<file path="config.mk">
export PLATFORM = sky130hd
export DESIGN_NAME = cache_line_refill_unit
export DESIGN_NICKNAME = d
export VERILOG_FILES = /design/src/rtl/cache_pkg.sv /design/src/rtl/cache_write_buffer.sv /design/src/rtl/cache_line_refill_unit.sv
export SDC_FILE = /design/constraint.sdc
export NUM_CORES = 1
export LEC_CHECK = 0
export CAP_MARGIN = 20
export CORE_ASPECT_RATIO = 1.4
export CORE_MARGIN = 3
export CORE_UTILIZATION = 55
export DETAILED_ROUTE_END_ITERATION = 7
export PLACE_DENSITY = 0.86
export SLEW_MARGIN = 20
export SYNTH_ARGS = -nofsm -noshare
export SYNTH_HDL_FRONTEND = slang
export SYNTH_HIERARCHICAL = 1
export SYNTH_SLANG_ARGS = --single-unit
export TNS_END_PERCENT = 30
</file>
<file path="constraint.sdc">
create_clock -name clk -period 9 [get_ports clk]
set_input_delay 2.25 -clock clk [delete_from_list [all_inputs] [get_ports clk]]
set_output_delay 2.25 -clock clk [all_outputs]
set_load 0.01 [all_outputs]
</file>
<file path="src/rtl/cache_pkg.sv">
`default_nettype none
// ============================================================================
// Package     : cache_pkg
// Description : Shared geometry and refill FSM encoding for the direct-mapped
//               cache miss-service path.
//               Byte address = {tag[8:0], index[7:0], offset[4:0]}, so the
//               line address is the upper 17 bits.
// Revision    : 1.0 - initial release
// ============================================================================
package cache_pkg;

  localparam int TAG_BITS       = 9;
  localparam int INDEX_BITS     = 8;
  localparam int OFFSET_BITS    = 5;
  localparam int LINE_ADDR_BITS = TAG_BITS + INDEX_BITS;
  localparam int BYTE_ADDR_BITS = LINE_ADDR_BITS + OFFSET_BITS;

  localparam int WORD_SIZE  = 32;
  localparam int BLOCK_SIZE = 8;

  typedef enum logic [2:0] {
    IDLE   = 3'd0,
    DRAIN  = 3'd1,
    RD_REQ = 3'd2,
    BEATS  = 3'd3,
    FILL   = 3'd4
  } refill_state_t;

endpackage
`default_nettype wire

</file>
<file path="src/rtl/cache_write_buffer.sv">
`default_nettype none
// ============================================================================
// Module      : cache_write_buffer
// Description : Synchronous FIFO queueing write-through stores until they are
//               posted to memory.
// Ports       : clk, resetn        clock / async active-low reset
//               push, push_data    enqueue (ignored while full)
//               pop                dequeue head (ignored while empty)
//               head_data          current head entry
//               full, empty, count occupancy status
// Revision    : 1.0 - initial release
// ============================================================================
module cache_write_buffer #(
  parameter int WIDTH = 54,
  parameter int DEPTH = 4
) (
  input  logic                       clk,
  input  logic                       resetn,
  input  logic                       push,
  input  logic [WIDTH-1:0]           push_data,
  input  logic                       pop,
  output logic [WIDTH-1:0]           head_data,
  output logic                       full,
  output logic                       empty,
  output logic [$clog2(DEPTH):0]     count
);

  localparam int PTR_W = $clog2(DEPTH);

  logic [WIDTH-1:0] mem [DEPTH];
  logic [PTR_W-1:0] wr_ptr;
  logic [PTR_W-1:0] rd_ptr;
  logic             do_push;
  logic             do_pop;

  assign full      = (count == (PTR_W+1)'(DEPTH));
  assign empty     = (count == '0);
  assign do_push   = push && !full;
  assign do_pop    = pop && !empty;
  assign head_data = mem[rd_ptr];

  // Storage is not reset: entries are only visible once count covers them.
  always_ff @(posedge clk) begin
    if (do_push) begin
      mem[wr_ptr] <= push_data;
    end
  end

  // DEPTH is a power of two, so pointers wrap naturally.
  always_ff @(posedge clk or negedge resetn) begin
    if (!resetn) begin
      wr_ptr <= '0;
      rd_ptr <= '0;
      count  <= '0;
    end else begin
      if (do_push) wr_ptr <= wr_ptr + 1'b1;
      if (do_pop)  rd_ptr <= rd_ptr + 1'b1;
      case ({do_push, do_pop})
        2'b10:   count <= count + 1'b1;
        2'b01:   count <= count - 1'b1;
        default: count <= count;
      endcase
    end
  end

endmodule
`default_nettype wire

</file>
<file path="src/rtl/cache_line_refill_unit.sv">
`default_nettype none
// ============================================================================
// Module      : cache_line_refill_unit
// Description : Miss-service stage behind the direct-mapped cache. Fetches a
//               line as a read burst, returns it as a single-cycle fill, and
//               posts write-through stores from a small write buffer, always
//               draining the buffer before a refill read is issued.
// Ports       : miss_valid/ready/line     refill request from the cache
//               fill_valid/line/data      assembled line back to the cache
//               wt_valid/ready/addr/data  write-through store input
//               mem_req_*                 memory request (valid/ready)
//               mem_rvalid/rdata          read beats (no back-pressure)
//               busy                      refill active or stores pending
// Revision    : 1.0 - initial release
// ============================================================================
module cache_line_refill_unit
  import cache_pkg::*;
#(
  parameter int WORD_SIZE  = cache_pkg::WORD_SIZE,
  parameter int BLOCK_SIZE = cache_pkg::BLOCK_SIZE,
  parameter int ADDR_BITS  = cache_pkg::BYTE_ADDR_BITS,
  parameter int WB_DEPTH   = 4
) (
  input  logic                               clk,
  input  logic                               resetn,
  input  logic                               miss_valid,
  output logic                               miss_ready,
  input  logic [ADDR_BITS-OFFSET_BITS-1:0]   miss_line,
  output logic                               fill_valid,
  output logic [ADDR_BITS-OFFSET_BITS-1:0]   fill_line,
  output logic [WORD_SIZE*BLOCK_SIZE-1:0]    fill_data,
  input  logic                               wt_valid,
  output logic                               wt_ready,
  input  logic [ADDR_BITS-1:0]               wt_addr,
  input  logic [WORD_SIZE-1:0]               wt_data,
  output logic                               mem_req_valid,
  input  logic                               mem_req_ready,
  output logic                               mem_req_write,
  output logic [ADDR_BITS-1:0]               mem_req_addr,
  output logic [WORD_SIZE-1:0]               mem_req_wdata,
  input  logic                               mem_rvalid,
  input  logic [WORD_SIZE-1:0]               mem_rdata,
  output logic                               busy
);

  localparam int LINE_BITS = ADDR_BITS - OFFSET_BITS;
  localparam int BEAT_W    = $clog2(BLOCK_SIZE);
  localparam int WB_W      = ADDR_BITS + WORD_SIZE;
  localparam int WB_CNT_W  = $clog2(WB_DEPTH) + 1;

  refill_state_t                 state;
  refill_state_t                 state_next;
  logic [LINE_BITS-1:0]          line_q;
  logic [BEAT_W-1:0]             beat_cnt;
  logic [WORD_SIZE*BLOCK_SIZE-1:0] line_buf;

  logic                          wb_push;
  logic                          wb_pop;
  logic                          wb_full;
  logic                          wb_empty;
  logic                          wb_empty_next;
  logic [WB_W-1:0]               wb_head;
  logic [WB_CNT_W-1:0]           wb_count;
  logic                          miss_hs;
  logic                          last_beat;

  cache_write_buffer #(
    .WIDTH (WB_W),
    .DEPTH (WB_DEPTH)
  ) u_wb (
    .clk       (clk),
    .resetn    (resetn),
    .push      (wb_push),
    .push_data ({wt_addr, wt_data}),
    .pop       (wb_pop),
    .head_data (wb_head),
    .full      (wb_full),
    .empty     (wb_empty),
    .count     (wb_count)
  );

  assign miss_ready = (state == IDLE);
  assign miss_hs    = miss_valid && miss_ready;
  assign wt_ready   = !wb_full && (state == IDLE);
  assign wb_push    = wt_valid && wt_ready;
  assign wb_pop     = mem_req_valid && mem_req_ready && mem_req_write;
  assign busy       = (state != IDLE) || !wb_empty;
  assign fill_line  = line_q;
  assign fill_data  = line_buf;
  assign last_beat  = mem_rvalid && (beat_cnt == BEAT_W'(BLOCK_SIZE - 1));

  // Occupancy after this cycle's push/pop decides whether a new miss has to
  // drain stores first. A pop implies non-empty, so only count==1 can empty.
  assign wb_empty_next = (wb_empty && !wb_push) ||
                         ((wb_count == WB_CNT_W'(1)) && wb_pop && !wb_push);

  always_comb begin
    state_next    = state;
    mem_req_valid = 1'b0;
    mem_req_write = 1'b0;
    mem_req_addr  = wb_head[WB_W-1 -: ADDR_BITS];
    mem_req_wdata = wb_head[WORD_SIZE-1:0];
    fill_valid    = 1'b0;
    case (state)
      IDLE: begin
        mem_req_valid = !wb_empty;
        mem_req_write = !wb_empty;
        if (miss_hs) begin
          state_next = wb_empty_next ? RD_REQ : DRAIN;
        end
      end
      DRAIN: begin
        mem_req_valid = !wb_empty;
        mem_req_write = !wb_empty;
        if (wb_empty) begin
          state_next = RD_REQ;
        end
      end
      RD_REQ: begin
        mem_req_valid = 1'b1;
        mem_req_addr  = {line_q, {OFFSET_BITS{1'b0}}};
        if (mem_req_ready) begin
          state_next = BEATS;
        end
      end
      BEATS: begin
        if (last_beat) begin
          state_next = FILL;
        end
      end
      FILL: begin
        fill_valid = 1'b1;
        state_next = IDLE;
      end
      default: state_next = IDLE;
    endcase
  end

  always_ff @(posedge clk or negedge resetn) begin
    if (!resetn) begin
      state    <= IDLE;
      line_q   <= '0;
      beat_cnt <= '0;
      line_buf <= '0;
    end else begin
      state <= state_next;
      if (miss_hs) begin
        line_q <= miss_line;
      end
      if ((state == RD_REQ) && mem_req_ready) begin
        beat_cnt <= '0;
      end else if ((state == BEATS) && mem_rvalid) begin
        line_buf[int'(beat_cnt)*WORD_SIZE +: WORD_SIZE] <= mem_rdata;
        beat_cnt <= beat_cnt + 1'b1;
      end
    end
  end

endmodule
`default_nettype wire

</file>
==> reports/results.txt <==
The flow ran to the end, and the final reports show no timing, DRC or antenna violations. The kind of start point of the critical path was a register. The initial utilization of the core area, before any placement, comes to 55.9%. For the pin with the worst max-slew slack, the measured transition is 996 ps. Dividing the detail-routed wire length by the instance count gives 25.6 um. STA puts the critical path data required time at 6750 ps. Based on the critical path, the design can be clocked at up to 179 MHz. Number of distinct library cell variants in the gate-level netlist after synthesis: 45. The number of nets handed over by synthesis was 1,263.

Summed over all layers, the global routing overflow is 0. The final worst-path cycle share is 62.2%, and the relative slew slack is 33.6%. For the worst setup path, the data arrival time is 3350 ps. The number of setup buffers added after CTS is 0. Overall fraction of global-route tracks in use: 27.1%. In this run the mean area of a mapped cell was 17.5 um2. The number of vias in the routed layout is 12.0k. The clock net in this run drives a total of 502 sinks.

In the routed layout, each cell is associated on average with a via count of 5.75. 442 I/O pins were placed. For this run, the number of Yosys warnings is 6. The first detailed-routing pass ran for 5 iterations.

On the final layout, the worst clock skew is 16.7 ps. Dividing total power by cell area gives a power density of 298 nW/um2. After synthesis, the share of flip-flops with an asynchronous set or reset is 57.0%. Initial antenna violation count: 1.

The clock period minus worst slack was 5600 ps. Fill cells in the final layout number 2,059. The cell area that synthesis handed to floorplanning was 20,000 um2.

Clock tree synthesis inserted a total of 46 buffers. The run gives 13.0k as the number of global-route vias before repair. The number of synthesized register bits works out to 502. In the final layout, the share of cells above drive strength 1 is 26.0%.

CTS built an H-tree with a depth of 2. The number of flops mapped to enable cells by yosys is 216. The post-route DRC violation count was 0.

Setup repair after global routing left no endpoint under its margin. Buffer type at the clock tree root: sky130_fd_sc_hd__clkbuf_16. Startpoint-to-endpoint class of the critical path: register to output pin.

Cell taking the most area after synthesis: sky130_fd_sc_hd__dfrtp_1. From synthesis to final layout, the design area changed by 32.3%. The width of the die was 167 um; the largest net degree at the start of global routing was 121. Summed over all cells, the static leakage comes to 11.0 nW. The type of the worst min-delay path was register to register. After synthesis, the cell types taking the most area are sky130_fd_sc_hd__dfrtp_1 (36%), sky130_fd_sc_hd__edfxtp_1 (32%), sky130_fd_sc_hd__mux2_2 (14%), sky130_fd_sc_hd__mux4_2 (6.1%), sky130_fd_sc_hd__and2_1 (3.2%).

The run gives 0 ps as the final total negative setup slack. At the end of routability-driven placement, the weighted congestion stood at 0.834. Die boundary height: 232 um. sky130_fd_sc_hd__dfrtp_1 is the most common cell in the netlist. Detailed placement finished with a half-perimeter wire length of 35.5 mm. The count of cells in the finished layout, fillers not included, comes to 2,084. In this run the worst path has a maximum fanout of 39.

The die covers 38,700 um2. The detailed router finished its first iteration with 798 violations. The worst path meets setup with 3400 ps of slack. The clock input transition at the sequential cells of the worst setup and hold paths works out to 60 ps. Max-slew violation total from the final report: 0. The first global-routing pass estimated 79.8 mm of wire.

On the final layout, the worst hold slack is 478 ps. The run gives 550 ps as the clock latency on the worst-skew pair. Most common flop cell mapped by yosys: sky130_fd_sc_hd__dfrtp_1.

The total area inside the core boundary comes to 35,800 um2. The initialized floorplan defines 82 standard-cell rows. For this block, the routed nets add up to 53.3 mm of wire.

Sequential cells were found to cover 68.2% of the synthesized design area. The instance count of the mapped netlist is 1,141. The worst setup path is captured at an output pin.

The commonest cells after synthesis are sky130_fd_sc_hd__dfrtp_1 (286), sky130_fd_sc_hd__mux2_2 (253), sky130_fd_sc_hd__edfxtp_1 (216), sky130_fd_sc_hd__and2_1 (101), sky130_fd_sc_hd__mux4_2 (54). The count of max-cap constraint violations is 0. The setup slack after placement was 3940 ps. In this run the deepest clock path goes through 3 buffers. For the final hold violation count, the log shows 0. In the final design database the tool counted 1,707 nets. The count of hold-fix buffers inserted at cts came out at 0. The final-report setup violation count is 0. The tools report the post-CTS resize count as 0. The top cell type by area accounts for 35.8% of the synthesized area. TritonCTS built the clock tree.

In this run the tool buffered the top-level ports with 441 buffer cells. The count of nets left with antenna violations once routing finished came out at 0. The worst-case IR drop observed on VDD is 0.000258 V. Once placement completed, the tool counted placed cells totaling 1,999.
-- sequential cells by signal (all words and copies together), names as in the netlist --
register / cells
beat_cnt: 3
fill_line: 17
u_wb/count: 3
fill_data: 256
u_wb/mem: 216
u_wb/rd_ptr: 2
state: 3
u_wb/wr_ptr: 2
-- placed cells by master (no fill, tap or decap), types with 2 or more instances in the layout --
master,synthesis,final
sky130_fd_sc_hd__buf_4,1,22
sky130_fd_sc_hd__dfrtp_1,286,284
sky130_fd_sc_hd__or2_2,2,2
sky130_fd_sc_hd__nor2b_1,6,6
sky130_fd_sc_hd__nor4_1,4,4
sky130_fd_sc_hd__edfxtp_1,216,216
sky130_fd_sc_hd__xnor2_1,4,4
sky130_fd_sc_hd__clkbuf_16,0,49
sky130_fd_sc_hd__nor2_1,4,3
sky130_fd_sc_hd__and2_1,101,96
sky130_fd_sc_hd__inv_1,11,11
sky130_fd_sc_hd__mux4_2,54,54
sky130_fd_sc_hd__a21oi_1,7,7
sky130_fd_sc_hd__nand2_1,4,4
sky130_fd_sc_hd__and3_1,3,3
sky130_fd_sc_hd__and2_2,0,5
sky130_fd_sc_hd__clkbuf_1,23,12
sky130_fd_sc_hd__clkbuf_8,0,9
sky130_fd_sc_hd__o31a_1,2,2
sky130_fd_sc_hd__nor4b_4,0,3
sky130_fd_sc_hd__nor3_1,3,2
sky130_fd_sc_hd__a21o_1,32,32
sky130_fd_sc_hd__nor4b_1,32,32
sky130_fd_sc_hd__mux2i_1,3,3
sky130_fd_sc_hd__clkdlybuf4s50_1,0,440
sky130_fd_sc_hd__bufinv_16,0,4
sky130_fd_sc_hd__mux2_1,6,6
sky130_fd_sc_hd__nor3b_2,1,3
sky130_fd_sc_hd__nand4_1,3,3
sky130_fd_sc_hd__mux2_2,253,253
sky130_fd_sc_hd__clkinvlp_4,0,4
sky130_fd_sc_hd__xor2_1,3,3
sky130_fd_sc_hd__clkinv_2,0,4
sky130_fd_sc_hd__ha_1,12,12
-- critical path: stages, from the launching register on --
cell                              delay (ps)
sky130_fd_sc_hd__dfrtp_4                 650
sky130_fd_sc_hd__buf_4                   670
sky130_fd_sc_hd__mux4_2                  620
sky130_fd_sc_hd__mux2_2                  310
sky130_fd_sc_hd__clkdlybuf4s50_1         500
-- cells by family (layout without fill, tap and decap cells) --
group	after synthesis	after routing	synth area share [%]
DFF	502	502	68.2
muxes	316	316	20.8
and+or+nand+nor	181	181	6.22
buffers and inverters	78	558	2.03
AOI/OAI and AO/OA	44	44	1.57
adders and majority gates	13	13	0.851
xor gates and xnor gates	7	7	0.307
other	0	1	0
-- worst paths after layout --
kind                       slack (ps)           start  depth (start not counted)               end
max in group asynchronous        5690          resetn                          2    fill_data[204]
min                               480  fill_data[139]                          1    fill_data[139]
max                              3400  u_wb/rd_ptr[0]                          4  mem_req_addr[20]
min in group asynchronous        1780          resetn                          1    fill_data[119]
min reg2reg                       480  fill_data[139]                          1    fill_data[139]
max reg2reg                      5590     beat_cnt[0]                          7    fill_data[153]
-- through the flow --
step | cell area (um2) | power, W | util (%)
after global placement | 24900 | 0.00580 | 69.4
after detailed placement | 24900 | 0.00589 | 69.4
after global routing | 26500 | 0.00819 | 73.9
after floorplan | 20000 | 0.00440 | -
final | 26500 | 0.00788 | 73.9
after CTS | 26400 | 0.00793 | 73.8
-- where the power goes --
part           switching (W)  internal [W]  leakage [nW]
sequential          0.000281       0.00277          5.81
combinational        0.00128       0.00154          4.40
clock               0.000819       0.00119         0.761
total                0.00238       0.00549          11.0
-- per-layer routing --
layer	routed length [um]	GRT usage, %
met1	18600	30.5
met2	28400	49.3
met3	4410	7.81
met4	1820	9.24
met5	0	0
-- layout make-up --
type / count / area, um2 / area share (%)
timing repair buffer: 463 / 4580 / 17.3
tap: 462 / 578 / 2.19
clock buffer: 70 / 1400 / 5.27
clock inverter: 14 / 183 / 0.691
inverter: 11 / 41.3 / 0.156
antenna: 1 / 2.50 / 0.00946
sequential: 502 / 13600 / 51.6
multi-input combinational: 561 / 6020 / 22.8
Power figures use the tool's default switching activity.
